`config.mk`:
```
export PLATFORM = sky130hd
export DESIGN_NAME = fm_stereo_blend
export DESIGN_NICKNAME = d
export VERILOG_FILES = /design/src/rtl/fm_stereo_blend.sv
export SDC_FILE = /design/constraint.sdc
export NUM_CORES = 1
export LEC_CHECK = 0
export CORE_MARGIN = 4
export CORE_UTILIZATION = 30
export CTS_CLUSTER_SIZE = 14
export DETAILED_ROUTE_END_ITERATION = 10
export PLACE_DENSITY = 0.47
export SYNTH_ARGS = -nofsm -noshare
export SYNTH_HDL_FRONTEND = slang
export SYNTH_SLANG_ARGS = --single-unit
```
`constraint.sdc`:
```
create_clock -name clk -period 5.5 [get_ports clk]
set_input_delay 0.55 -clock clk [delete_from_list [all_inputs] [get_ports clk]]
set_output_delay 0.55 -clock clk [all_outputs]
set_load 0.03 [all_outputs]
```
`src/rtl/fm_stereo_blend.sv`:
```
// FM stereo matrix with pilot-qualified mono/stereo blending.
// A hysteresis FSM ramps the L-R gain between mono (0) and stereo (2^BLEND_LOG2).
module fm_stereo_blend #(
    parameter int unsigned DATA_WIDTH    = 16,
    parameter int unsigned PILOT_WIDTH   = 32,
    parameter int unsigned BLEND_LOG2    = 6,
    parameter int unsigned LOCK_THRESH   = 1000,
    parameter int unsigned UNLOCK_THRESH = 500,
    parameter int unsigned LOCK_COUNT    = 4,
    parameter int unsigned UNLOCK_COUNT  = 4
) (
    input  logic                   clk,
    input  logic                   reset_n,
    input  logic                   in_valid,
    input  logic [DATA_WIDTH-1:0]  in_lpr,
    input  logic [DATA_WIDTH-1:0]  in_lmr,
    input  logic                   pilot_valid,
    input  logic [PILOT_WIDTH-1:0] in_pilot,
    input  logic                   force_mono,
    output logic                   out_valid,
    output logic [DATA_WIDTH-1:0]  out_left,
    output logic [DATA_WIDTH-1:0]  out_right,
    output logic                   stereo,
    output logic [1:0]             state
);

    localparam int unsigned G_W    = BLEND_LOG2 + 1;
    localparam int unsigned PROD_W = DATA_WIDTH + BLEND_LOG2 + 1;
    localparam int unsigned SUM_W  = DATA_WIDTH + 1;
    localparam int unsigned LC_W   = $clog2(LOCK_COUNT + 1);
    localparam int unsigned UC_W   = $clog2(UNLOCK_COUNT + 1);

    localparam logic [G_W-1:0]         G_MAX    = G_W'(1 << BLEND_LOG2);
    localparam logic [PILOT_WIDTH-1:0] LOCK_T   = PILOT_WIDTH'(LOCK_THRESH);
    localparam logic [PILOT_WIDTH-1:0] UNLOCK_T = PILOT_WIDTH'(UNLOCK_THRESH);
    localparam logic [LC_W-1:0]        LOCK_N   = LC_W'(LOCK_COUNT);
    localparam logic [UC_W-1:0]        UNLOCK_N = UC_W'(UNLOCK_COUNT);

    localparam logic [1:0] ST_MONO    = 2'd0;
    localparam logic [1:0] ST_ACQUIRE = 2'd1;
    localparam logic [1:0] ST_STEREO  = 2'd2;
    localparam logic [1:0] ST_RELEASE = 2'd3;

    logic [G_W-1:0]         g;
    logic [G_W-1:0]         g_next;
    logic [G_W-1:0]         g_inc;
    logic [G_W-1:0]         g_dec;
    logic [1:0]             state_next;
    logic [LC_W-1:0]        lock_cnt;
    logic [LC_W-1:0]        lock_cnt_next;
    logic [LC_W-1:0]        lock_inc;
    logic [UC_W-1:0]        unlock_cnt;
    logic [UC_W-1:0]        unlock_cnt_next;
    logic [UC_W-1:0]        unlock_inc;
    logic                   lock_hit;
    logic                   unlock_hit;
    logic [PILOT_WIDTH-1:0] pilot_neg;
    logic [PILOT_WIDTH-1:0] pilot_mag;

    // Pilot magnitude; the most-negative code folds onto the largest positive value.
    always_comb begin
        pilot_neg = PILOT_WIDTH'(0) - in_pilot;
        if (!in_pilot[PILOT_WIDTH-1])
            pilot_mag = in_pilot;
        else if (pilot_neg[PILOT_WIDTH-1])
            pilot_mag = {1'b0, {(PILOT_WIDTH-1){1'b1}}};
        else
            pilot_mag = pilot_neg;
    end

    // Lock/unlock qualification counters, gain ramp and state selection.
    always_comb begin
        lock_cnt_next   = lock_cnt;
        unlock_cnt_next = unlock_cnt;
        lock_hit        = 1'b0;
        unlock_hit      = 1'b0;
        g_next          = g;
        state_next      = state;
        lock_inc   = (lock_cnt == LOCK_N) ? lock_cnt : lock_cnt + LC_W'(1);
        unlock_inc = (unlock_cnt == UNLOCK_N) ? unlock_cnt : unlock_cnt + UC_W'(1);
        g_inc      = (g == G_MAX) ? g : g + G_W'(1);
        g_dec      = (g == '0) ? g : g - G_W'(1);

        if (force_mono) begin
            lock_cnt_next = '0;
        end else if (pilot_valid) begin
            if (pilot_mag >= LOCK_T) begin
                lock_cnt_next = lock_inc;
                lock_hit      = (lock_inc == LOCK_N);
            end else begin
                lock_cnt_next = '0;
            end
        end

        if (pilot_valid) begin
            if (pilot_mag < UNLOCK_T) begin
                unlock_cnt_next = unlock_inc;
                unlock_hit      = (unlock_inc == UNLOCK_N);
            end else begin
                unlock_cnt_next = '0;
            end
        end

        case (state)
            ST_MONO:    g_next = '0;
            ST_ACQUIRE: if (in_valid) g_next = g_inc;
            ST_STEREO:  g_next = G_MAX;
            default:    if (in_valid) g_next = g_dec;
        endcase

        case (state)
            ST_MONO: begin
                if (lock_hit) state_next = ST_ACQUIRE;
            end
            ST_ACQUIRE: begin
                if (force_mono || unlock_hit)
                    state_next = ST_RELEASE;
                else if (in_valid && (g_next == G_MAX))
                    state_next = ST_STEREO;
            end
            ST_STEREO: begin
                if (force_mono || unlock_hit) state_next = ST_RELEASE;
            end
            default: begin
                // lock_hit is already suppressed by force_mono and exclusive with unlock_hit
                if (lock_hit)
                    state_next = ST_ACQUIRE;
                else if (in_valid && (g_next == '0))
                    state_next = ST_MONO;
            end
        endcase
    end

    always_ff @(posedge clk or negedge reset_n) begin
        if (!reset_n) begin
            state      <= ST_MONO;
            g          <= '0;
            lock_cnt   <= '0;
            unlock_cnt <= '0;
            stereo     <= 1'b0;
        end else begin
            state      <= state_next;
            g          <= g_next;
            lock_cnt   <= lock_cnt_next;
            unlock_cnt <= unlock_cnt_next;
            stereo     <= (state_next == ST_STEREO);
        end
    end

    logic signed [PROD_W-1:0]  prod;
    logic [DATA_WIDTH-1:0]     lmr_s;
    logic                      s1_valid;
    logic [DATA_WIDTH-1:0]     s1_lpr;
    logic [DATA_WIDTH-1:0]     s1_lmr;
    logic signed [SUM_W-1:0]   sum_l;
    logic signed [SUM_W-1:0]   sum_r;

    function automatic logic [DATA_WIDTH-1:0] sat(input logic [SUM_W-1:0] v);
        if (v[SUM_W-1] != v[SUM_W-2])
            return v[SUM_W-1] ? {1'b1, {(DATA_WIDTH-1){1'b0}}} : {1'b0, {(DATA_WIDTH-1){1'b1}}};
        return v[DATA_WIDTH-1:0];
    endfunction

    // Scaled L-R uses the gain before this sample's ramp step.
    always_comb begin
        prod  = PROD_W'($signed(in_lmr)) * PROD_W'($signed({1'b0, g}));
        lmr_s = DATA_WIDTH'(prod >>> BLEND_LOG2);
        sum_l = SUM_W'($signed(s1_lpr)) + SUM_W'($signed(s1_lmr));
        sum_r = SUM_W'($signed(s1_lpr)) - SUM_W'($signed(s1_lmr));
    end

    always_ff @(posedge clk or negedge reset_n) begin
        if (!reset_n) begin
            s1_valid  <= 1'b0;
            s1_lpr    <= '0;
            s1_lmr    <= '0;
            out_valid <= 1'b0;
            out_left  <= '0;
            out_right <= '0;
        end else begin
            s1_valid  <= in_valid;
            out_valid <= s1_valid;
            if (in_valid) begin
                s1_lpr <= in_lpr;
                s1_lmr <= lmr_s;
            end
            if (s1_valid) begin
                out_left  <= sat(sum_l);
                out_right <= sat(sum_r);
            end
        end
    end

endmodule
```
Word-level counts from Yosys, hierarchy flattened --
Index checks and enable logic that the tools add are counted.
Word-level totals: register bits 82, input bits 69, output and inout port bits 36, logic and storage cells 74
Operators by class: add/subtract/negate cells 7, multipliers 1, order comparisons 2, equal/unequal tests 11, muxes and demuxes 35, reductions and logical operators 7
Operators by type and width (count):
- two-way mux 16 bit | 6
- greater-or-equal comparator 32 x 10 -> 1 bit (second input constant) | 1
- less-than comparator 32 x 9 -> 1 bit (second input constant) | 1
- two-way mux 32 bit | 1
- subtractor 1 x 32 -> 32 bit (first input constant) | 1
- two-way mux 31 bit | 1
- two-way mux 7 bit | 4
- multiplier 16 x 8 -> 22 bit | 1
- case mux 7 bit (3 select lines) | 1
- two-way mux 3 bit | 6
- adder 16 x 16 -> 17 bit | 1
- subtractor 16 x 16 -> 17 bit | 1
- equality test 7 bit (second input constant) | 2
- zero test 7 bit | 2
- equality test 3 bit (second input constant) | 4
- two-way mux 2 bit | 6
- two-way mux 1 bit | 9
- adder 7 x 1 -> 7 bit (second input constant) | 1
- subtractor 7 x 1 -> 7 bit (second input constant) | 1
- adder 3 x 1 -> 3 bit (second input constant) | 2
- case mux 2 bit (3 select lines) | 1
- equality test 2 bit (second input constant) | 2
- equality test 2 x 1 -> 1 bit (second input constant) | 1
- logical AND 1 bit | 2
- 4 further kinds | 5

Logic depth before layout (Yosys ltp) --
word-level depth 10, mapped depth 21, depth with buffers taken out 19

Worst setup path before layout --
No wires, ideal clock.
kind register to register, from register g[2], to register s1_lmr[8], setup time 0.125 ns, arrival time 4.871 ns, required time 5.375 ns, path slack 0.505 ns, stages on the path, launching flop included 20, buffers on the path 2, period minus slack after synthesis 4.995 ns, cell sequence dfrtp_1 clkbuf_1 clkbuf_1 and2_1 fa_1 inv_1 fa_1 fa_1 inv_1 fa_1 ha_1 a21o_1 a21o_1 a41o_1 o211a_1 o21a_1 o21a_1 nor2_1 xnor2_1 mux2_2
Between the ends: longest elaborated chain between the ends 1
RTL lines:
- from (decl) | RTL line 44 | logic [G_W-1:0] g;
- from (signal assigned) | RTL line 143 | g <= g_next;
- multiplier 16 x 8 -> 22 bit | RTL line 166 | prod = PROD_W'($signed(in_lmr)) * PROD_W'($signed({1'b0, g}));
- to (signal assigned) | RTL line 185 | s1_lmr <= lmr_s;
- to (decl) | RTL line 154 | logic [DATA_WIDTH-1:0] s1_lmr;
No other way between the ends. A chain may end at the register's enable or synchronous reset.

Worst setup path after layout --
from register g[3], to register s1_lmr[8]
Same word-level chain as after synthesis.

==> impl_results.md <==
- Clk slew on worst S/H paths: about 60 ps
- WL final: 26.1 mm
- Postcts setup bufs: 0
- 1st-iter DRT viols: roughly 350
- Core region area: ~32,000 um2
- Largest net degree at the start of global routing: 83
- Clock Sinks: 82
- R2r endpoint: s1_lmr[8]
- Slew @ Worst Pin: 1060 ps
- Clock period minus worst slack: 5160 ps
- Leakage: 5.19 nW
- Status: finished clean
- RSZ-0062 raised after global routing: false
- Final Hold Viols: 0
- CTS buffer count: 9
- Crit end category: flop
- Period utilization: between 90% and 100%
- Async set-reset flop share out of synthesis: 100%
- Placed wire-length estimate: 21.0 mm
- FMAX: 194 MHz
- Final ANT Viol Nets: 0
- Min-delay worst type: in2async
- Fin nets: 1,465
- Layout Utilization: 36.4%
- CTS tree: done
- Clock buffer depth: 2
- EDFF count, synth: 0
- Worst Reg2Reg Path Length in Cells: 17
- Die W: around 190 um
- Diodes inserted: 0
- Vias in the first global route: 8,220
- Post-route DRC: 0
- DR vias: 8,099
- Aggregate global-route resource usage: 14.7%
- Root buffer cell: clkbuf_16
- Mean routed wirelength per cell: between 15 and 20 um
- Row count: between 60 and 70
- Vias per inst: 4.84
- Register area share after synthesis: 20.9%
- CTS H-tree lvls: 3
- Synth Instances: 1,145
- Slew Limit Headroom: 29.1%
- Pre-Repair DR Iteration Count: 5
- Initial Util: 30.7%
- CP Class: reg2reg
- Power per cell area: 598 nW/um2
- GPL Wtd Cong: roughly 0.88
- Die area: 35,600 um2
- Worst setup SP type: flop
- Worst vdd ir: 0.218 mV
- Remaining global-route overflow: 0
- Placed Area: 11,300 um2
- Synthesized area: 9800 um2
- Layout cell share with drive strength beyond 1: 6.06%
- First-pass GRT wire length: between 40 and 50 mm
- Slew Limit Fails: 0
- Synth warn: 0
- Area growth syn-to-layout: 18.3%
- Post-route setup TNS: 0 ps
- Ys flop type: dfrtp_1
- Hold Buf Count CTS: 0
- Critical path required time: 5720 ps
- Die Y: around 190 um
- Post-Syn Area per Cell: 8.56 um2
- Most frequent cells in the layout: inv_1, clkdlybuf4s50_1, nor2_1
- # IOs: 105
- Seq cells post-synth: 82
- Max-cap violations: 0
- Crit-path max FO: 14
- CP arrival: about 5400 ps
- Port-buffer cells: 104
- Distinct cells, synth: 78
- Initial antenna violation count: 0
- Final Skew: roughly 9.5 ps
- Post-CTS sizing: 0
- CP endpoint: s1_lmr[8]
- Most common cell after layout, fill and taps aside: inv_1
- Setup-failing EPs final: 0
- FF-to-FF Start: g[3]
- Later-pin clock latency in the skew report: 340 ps
- Critical Path Source: g[3]
- Worst R2R Setup Slack: roughly 340 ps
- Fin area: roughly 12,000 um2
- Synth Net Count: 1,377
## power by group
group          leakage [nW]  switching, W  internal [W]
Combinational          4.09       0.00294       0.00231
Sequential            0.963      0.000273      0.000851
Clock                 0.133      0.000238      0.000316
## worst min-delay path by stage
stage | cells past startpoint | end | slack, ps
finish | 1 | s1_lpr[12] | 400
global route | 1 | s1_lpr[15] | 500
CTS | 1 | s1_lpr[15] | 440
floorplan | 0 | g[0] | 250
global placement | 1 | out_left[3] | 490
detailed placement | 1 | out_left[6] | 490
## registers in the layout (all words and copies together), names as in the netlist
register	cells
g	7
lock_cnt	3
out_left	16
out_right	16
out_valid	1
s1_lmr	16
s1_lpr	16
s1_valid	1
state	2
stereo	1
unlock_cnt	3
## stage by stage
stage               instances  total power, W  setup slack (ps)  hold slack [ps]
global route             1673         0.00777              71.9              500
detailed placement       1657         0.00647               110              492
CTS                      1673         0.00707               352              438
global placement         1657         0.00646               132              488
floorplan                1145         0.00497               505              254
finish                   1673         0.00693               341              397
## synth_stat cells, drive strengths merged (15+ instances only)
cell type / instances / area (um2)
clkbuf: 37 / 139
nor2: 94 / 353
fa: 82 / 1640
xnor2: 35 / 307
nand3: 16 / 80.1
nor3: 33 / 165
nand2: 86 / 323
dfrtp: 82 / 2050
o21ai: 45 / 225
a211oi: 18 / 135
a31oi: 16 / 100
inv: 162 / 608
nor2b: 15 / 93.8
ha: 81 / 1010
a21oi: 41 / 209
and2: 80 / 500
mux2: 27 / 304
## cells by family after synthesis
| kind of cell | Yosys count | synth area share [%] |
|---|---|---|
| multiplexers | 30 | 3.41 |
| buffers and inverters | 207 | 8.09 |
| AO/OA/AOI/OAI | 217 | 15.2 |
| XOR/XNOR | 48 | 4.29 |
| flip-flops | 82 | 20.9 |
| AND/OR/NAND/NOR | 398 | 20.9 |
| adder cells (fa/ha/maj) | 163 | 27.1 |
## final cells by class
type	instances	area, um2
clock buffers	13	250
clock inverters	3	15.0
fillers	3385	20300
inverters	162	608
multi-input cells	856	6950
flip-flops and latches	82	2050
well taps	435	544
repair buffers	122	1170
## routing by layer
metal	vias to the layer above	wire length [um]	track usage, %
met5	-	0	0
li1	4033	-	-
met3	17	868	2.07
met2	144	11700	23.3
met1	3905	13200	21.6
met4	0	238	2.55
## critical path, stage by stage (launching register included)
cell	delay, ps
dfrtp_1	800
and2_1	250
fa_1	410
inv_1	80
fa_1	440
fa_1	550
inv_1	50
fa_1	470
ha_1	330
a21o_1	180
a21o_1	170
a41o_1	230
o211a_1	230
o21a_1	210
o21a_1	190
nor2_1	120
xnor2_1	70
mux2_2	250
Note: power is estimated with default switching activity, not from simulation.
==> edit 1, RTL diff (same settings) <==
The parameter `PILOT_WIDTH` goes from 32 to 16.
--- a/src/rtl/fm_stereo_blend.sv
+++ b/src/rtl/fm_stereo_blend.sv
@@ -4,3 +4,3 @@
     parameter int unsigned DATA_WIDTH    = 16,
-    parameter int unsigned PILOT_WIDTH   = 32,
+    parameter int unsigned PILOT_WIDTH   = 16,
     parameter int unsigned BLEND_LOG2    = 6,
Interface: changed (resized in_pilot); port bits go from 105 to 89. The function was not compared with the original's and may differ.
==> edit 1 against the original RTL <==
- sequential cell count unchanged
- design area fell by 4.7%
- area after synthesis decreased by 4.9%
- worst setup slack got worse by 0.060 ns
- register-to-register slack better by 0.11 ns
- die area shrank 4.7%
- routed wire length down 13%
- critical path depth did not move
- total power is 2.9% lower
- clock power is 9.7% higher
- critical path type is now in2reg
- critical endpoint is now s1_lmr[15]$_DFFE_PN0P_
- largest cell class unchanged
==> edit 1: results (changes against the original RTL) <==
DR WL/cell=14.8 microns (was 15.6 microns); IO buf count=88 (was 104); Net Count, Synth=1259 (was 1377); asr flop ratio synth=100% (unchanged); vias after detailed routing=7242 (was 8099); Post-Syn Instances=1044 (was 1145); pre-CTS setup slack=-0.116 ns (was 0.110 ns); met1 GRT Util=20.9% (was 21.6%); Crit path max-delay family=adder cells (unchanged); Synth Area in XOR/XNOR=4.70% (was 4.29%); synth cell count leaders=146 x inv_1, 86 x and2_1, 82 x dfrtp_1, 82 x fa_1, 82 x nand2_1 (was 162 x inv_1, 94 x nor2_1, 86 x nand2_1); post-synthesis adder-cell area fraction=28.4% (was 27.1%); Routed WL=22700 microns (was 26100 microns); GRT met3 Usage=1.36% (was 2.07%); Critical Path Fanout Max=4 (was 14); register area share after synthesis=22.0% (was 20.9%); Hold WS=0.158 ns (was 0.397 ns); headroom to the max-slew limit=50.6% (was 29.1%); crit path to=s1_lmr[15]$_DFFE_PN0P_ (was s1_lmr[8]$_DFFE_PN0P_); flop-to-flop setup slack=0.45 ns (was 0.34 ns); ranking of synthesized cells by area=dfrtp_1 22%, fa_1 18%, ha_1 11%, inv_1 5.9%, and2_1 5.8% (was dfrtp_1 21%, fa_1 17%, ha_1 10%, inv_1 6.2%, and2_1 5.1%); max cap viols=0 (unchanged); Unique masters post-synth=76 (was 78); GP Congestion=0.813 (was 0.883); layout cells sized above 1=7.82% (was 6.06%); clock skew=0.00991 ns (was 0.00949 ns); Psw=3.33 mW (was 3.45 mW); M2 GR Usage=20.9% (was 23.3%); Max stage delay on crit path=0.53 ns (was 0.80 ns); Final min period=5.22 ns (was 5.16 ns); Worst IR Drop VDD=0.307 mV (was 0.218 mV); DP Cell Count=1518 (was 1657); GRT Util Overall=13.6% (was 14.7%); DR iter-0 viols=284 (was 348); Critical Path AT=5.47 ns (was 5.38 ns); DPL Wire Length=18600 microns (was 21000 microns); Die ar.=33900 sq um (was 35600 sq um); status=completed (unchanged); largest net degree at the start of global routing=49 (was 83); met2 WL=10000 microns (was 11700 microns); slowest CP cell=fa_1 (was dfrtp_1); mux share of post-synthesis cell area=3.12% (was 3.41%); r2r worst-path depth=16 (was 17); Critical Path Start=in_lmr[4] (was g[3]$_DFF_PN0_); met3 WL=734 microns (was 868 microns); Reg2Reg Launch Point=g[2]$_DFF_PN0_ (was g[3]$_DFF_PN0_); Compound-Gate Fraction of Synth Area=15.4% (was 15.2%); Met1 Wirelength=11800 microns (was 13200 microns)
edit 1: cell types whose count changed after synthesis, moves of 6 or more:
cell | before | now
a31oi_1 | 16 | 7
mux2_2 | 26 | 16
mux2i_1 | 3 | 11
nor3_1 | 33 | 18
o21ai_0 | 40 | 30
inv_1 | 162 | 146
clkbuf_1 | 37 | 26
and2_1 | 80 | 86
o21a_1 | 11 | 3
a21oi_1 | 40 | 58
a211oi_1 | 18 | 8
nor2_1 | 94 | 69
nand4_1 | 13 | 7
edit 1: power groups by stage:
stage | sequential [mW] | clock [mW] | combinational (mW)
after floorplan | 1.21 | 0 | 3.59
after global placement | 1.05 | 0 | 5.12
after detailed placement | 1.05 | 0 | 5.14
after CTS | 1.04 | 0.632 | 5.16
after global routing | 1.07 | 0.655 | 5.82
final | 1.03 | 0.609 | 5.09
edit 1: final cells by class:
class	count	area [sq um]
clock buffers	9	225
clock inverters	7	77.6
fillers	3199	19500
inverters	146	548
multi-input cells	771	6510
flip-flops and latches	82	2050
well taps	396	495
repair buffers	123	1140
==> edit 2, RTL diff (config.mk and constraints unchanged) <==
Made on the original files. Add an input register stage for `in_valid`, `in_lpr`, `in_lmr`, `pilot_valid`, `in_pilot` and `force_mono`, with the module's reset; this delays them by one clock.
--- a/src/rtl/fm_stereo_blend.sv
+++ b/src/rtl/fm_stereo_blend.sv
@@ -43,2 +43,27 @@
 
+    logic in_valid_q;
+    logic [DATA_WIDTH-1:0] in_lpr_q;
+    logic [DATA_WIDTH-1:0] in_lmr_q;
+    logic pilot_valid_q;
+    logic [PILOT_WIDTH-1:0] in_pilot_q;
+    logic force_mono_q;
+
+    always_ff @(posedge clk or negedge reset_n) begin
+        if (!reset_n) begin
+            in_valid_q    <= '0;
+            in_lpr_q      <= '0;
+            in_lmr_q      <= '0;
+            pilot_valid_q <= '0;
+            in_pilot_q    <= '0;
+            force_mono_q  <= '0;
+        end else begin
+            in_valid_q    <= in_valid;
+            in_lpr_q      <= in_lpr;
+            in_lmr_q      <= in_lmr;
+            pilot_valid_q <= pilot_valid;
+            in_pilot_q    <= in_pilot;
+            force_mono_q  <= force_mono;
+        end
+    end
+
     logic [G_W-1:0]         g;
@@ -61,5 +86,5 @@
     always_comb begin
-        pilot_neg = PILOT_WIDTH'(0) - in_pilot;
-        if (!in_pilot[PILOT_WIDTH-1])
-            pilot_mag = in_pilot;
+        pilot_neg = PILOT_WIDTH'(0) - in_pilot_q;
+        if (!in_pilot_q[PILOT_WIDTH-1])
+            pilot_mag = in_pilot_q;
         else if (pilot_neg[PILOT_WIDTH-1])
@@ -83,5 +108,5 @@
 
-        if (force_mono) begin
+        if (force_mono_q) begin
             lock_cnt_next = '0;
-        end else if (pilot_valid) begin
+        end else if (pilot_valid_q) begin
             if (pilot_mag >= LOCK_T) begin
@@ -94,3 +119,3 @@
 
-        if (pilot_valid) begin
+        if (pilot_valid_q) begin
             if (pilot_mag < UNLOCK_T) begin
@@ -105,5 +130,5 @@
             ST_MONO:    g_next = '0;
-            ST_ACQUIRE: if (in_valid) g_next = g_inc;
+            ST_ACQUIRE: if (in_valid_q) g_next = g_inc;
             ST_STEREO:  g_next = G_MAX;
-            default:    if (in_valid) g_next = g_dec;
+            default:    if (in_valid_q) g_next = g_dec;
         endcase
@@ -115,5 +140,5 @@
             ST_ACQUIRE: begin
-                if (force_mono || unlock_hit)
+                if (force_mono_q || unlock_hit)
                     state_next = ST_RELEASE;
-                else if (in_valid && (g_next == G_MAX))
+                else if (in_valid_q && (g_next == G_MAX))
                     state_next = ST_STEREO;
@@ -121,3 +146,3 @@
             ST_STEREO: begin
-                if (force_mono || unlock_hit) state_next = ST_RELEASE;
+                if (force_mono_q || unlock_hit) state_next = ST_RELEASE;
             end
@@ -127,3 +152,3 @@
                     state_next = ST_ACQUIRE;
-                else if (in_valid && (g_next == '0))
+                else if (in_valid_q && (g_next == '0))
                     state_next = ST_MONO;
@@ -165,3 +190,3 @@
     always_comb begin
-        prod  = PROD_W'($signed(in_lmr)) * PROD_W'($signed({1'b0, g}));
+        prod  = PROD_W'($signed(in_lmr_q)) * PROD_W'($signed({1'b0, g}));
         lmr_s = DATA_WIDTH'(prod >>> BLEND_LOG2);
@@ -180,6 +205,6 @@
         end else begin
-            s1_valid  <= in_valid;
+            s1_valid  <= in_valid_q;
             out_valid <= s1_valid;
-            if (in_valid) begin
-                s1_lpr <= in_lpr;
+            if (in_valid_q) begin
+                s1_lpr <= in_lpr_q;
                 s1_lmr <= lmr_s;
Check against the original RTL: not equivalent (Yosys sat finds a counterexample within 4 cycles, from zero or initial values and one cycle with reset_n low).
==> edit 2 against the original RTL <==
- die area grew 21%
- area after synthesis grew 22%
- worst setup slack gained 0.052 ns
- fmax grew 1.0%
- design area grew 21%
- routed wire length grew 18%
- total power grew 15%
- sequential cell count grew 67
- final cell count grew 12%
- largest power group unchanged
==> edit 2: results (changes against the original RTL) <==
clock skew=0.0209 ns (was 0.00949 ns); synth cell count leaders=164 x inv_1, 149 x dfrtp_1, 102 x nand2_1 (was 162 x inv_1, 94 x nor2_1, 86 x nand2_1); DR iter-0 viols=463 (was 348); Hold WS=0.208 ns (was 0.397 ns); grt ovf=0 (unchanged); PostCTS Resize Cnt=0 (unchanged); DPL Wire Length=23600 microns (was 21000 microns); r2r worst-path depth=16 (was 17); max reg flops=32; hold crit path type=in2async (unchanged); Critical Path AT=5.46 ns (was 5.38 ns); largest net degree at the start of global routing=99 (was 83); number of fillers in the final layout=3968 (was 3385); register area share after synthesis=31.3% (was 20.9%); GP Congestion=0.810 (was 0.883); clock-pin slew on the worst setup and hold paths=0.07 ns; Synth Flop Type=dfrtp_1 (unchanged); Routed WL=30700 microns (was 26100 microns); Critical Path Fanout Max=11 (was 14); r2r endpoint=s1_lmr[15]$_DFFE_PN0P_ (was s1_lmr[8]$_DFFE_PN0P_); layout cells sized above 1=6.93% (was 6.06%); Reg2Reg Launch Point=g[4]$_DFF_PN0_ (was g[3]$_DFF_PN0_); Leak Pwr=6.23 nW (was 5.19 nW); Worst IR Drop VDD=0.262 mV (was 0.218 mV); level count of the clock H-tree=4 (was 3); DR WL/cell=16.4 microns (was 15.6 microns); flop-to-flop setup slack=0.39 ns (was 0.34 ns); DP Cell Count=1843 (was 1657); Final #Nets=1576 (was 1465); first-pass GRT wire length=49400 microns (was 43300 microns); ranking of synthesized cells by area=dfrtp_1 31%, fa_1 14%, ha_1 8.5%, inv_1 5.2%, and2_1 4.4% (was dfrtp_1 21%, fa_1 17%, ha_1 10%, inv_1 6.2%, and2_1 5.1%); most flop-heavy register=in_pilot_q; vias per cell=4.90 (was 4.84); initial antenna violation count=0 (unchanged); synthesized area per cell=9.40 sq um (was 8.56 sq um); number of global-route vias before repair=9192 (was 8220); CTS max path bufs=2 (unchanged); GRT Util Overall=14.2% (was 14.7%); Num CTS Buffers=17 (was 9); headroom to the max-slew limit=31.9% (was 29.1%); status=completed (unchanged); Unique masters post-synth=84 (was 78); total setup buffers inserted after CTS=0 (unchanged); worst skew pair latency=0.45 ns (was 0.34 ns); post-route ant nets=0 (unchanged); Net Count, Synth=1500 (was 1377)
## edit 2: cell types whose count changed after synthesis, sizes merged, moves of 6 or more
cell	before	now
o311ai	3	14
or2	2	8
a221oi	1	8
a31oi	16	25
nand2	86	102
nor3	33	26
nor2	94	76
nand3	16	34
o22a	10	3
o21ai	45	31
a211oi	18	11
clkbuf	37	54
dfrtp	82	149
## edit 2: worst max-delay path by stage
| stage | startpoint | end |
|---|---|---|
| 5_1_grt | g[4]$_DFF_PN0_ | s1_lmr[15]$_DFFE_PN0P_ |
| 3_3_place_gp | g[4]$_DFF_PN0_ | s1_lmr[15]$_DFFE_PN0P_ |
| 3_5_place_dp | g[4]$_DFF_PN0_ | s1_lmr[15]$_DFFE_PN0P_ |
| 4_1_cts | g[4]$_DFF_PN0_ | s1_lmr[15]$_DFFE_PN0P_ |
| 2_1_floorplan | g[4]$_DFF_PN0_ | s1_lmr[15]$_DFFE_PN0P_ |
| 6_report | g[4]$_DFF_PN0_ | s1_lmr[15]$_DFFE_PN0P_ |
## edit 2: cell families (layout without fill, tap and decap cells)
logic type	Yosys count	count (layout)	synth area share, %
AND/OR/NAND/NOR	426	426	19.1
AO/OA/AOI/OAI	233	233	14.1
buffers and inverters	223	312	7.19
adder cells (fa/ha/maj)	163	163	22.3
flip-flops	149	149	31.3
XOR/XNOR	45	45	3.37
multiplexers	29	29	2.70
## edit 2: layer usage
layer / GRT usage, % / up-vias / routed length (microns)
li1: - / 4482 / -
met1: 19.8 / 4513 / 14700
met2: 22.3 / 160 / 14300
met3: 2.55 / 37 / 1050
met4: 4.70 / 0 / 694
met5: 0 / - / 0
## edit 2: area by class of cell
type	count	area share (%)
Clock inverter	15	1.37
Timing Repair Buffer	116	8.04
Tap cell	518	4.60
Clock buffer	17	3.02
Multi-Input combinational cell	896	52.1
Sequential cell	149	26.5
Inverter	164	4.37
## edit 2: power by group
| group | total [mW] | switching, mW | internal [mW] |
|---|---|---|---|
| registers | 1.63 | 0.268 | 1.36 |
| logic | 5.05 | 2.91 | 2.14 |
| clock network | 1.27 | 0.542 | 0.727 |
| total | 7.95 | 3.72 | 4.22 |
## edit 2: worst max-delay path, stage by stage (launching register included)
cell and delay [ns]:
dfrtp_1 0.49, and2_1 0.21, fa_1 0.49, fa_1 0.49, inv_1 0.06, fa_1 0.53, inv_1 0.05, fa_1 0.47
ha_1 0.36, a21o_1 0.20, a21o_1 0.17, a221o_1 0.37, a21oi_1 0.19, a21oi_1 0.12, o31ai_1 0.37, mux2_2 0.38
o211ai_1 0.08
## edit 2: stage by stage
step	cell area [sq um]	worst slack, ns
after floorplan	11900	0.351
after global placement	13500	0.449
after detailed placement	13500	0.414
after CTS	14100	0.375
after global routing	14100	0.136
final	14100	0.393
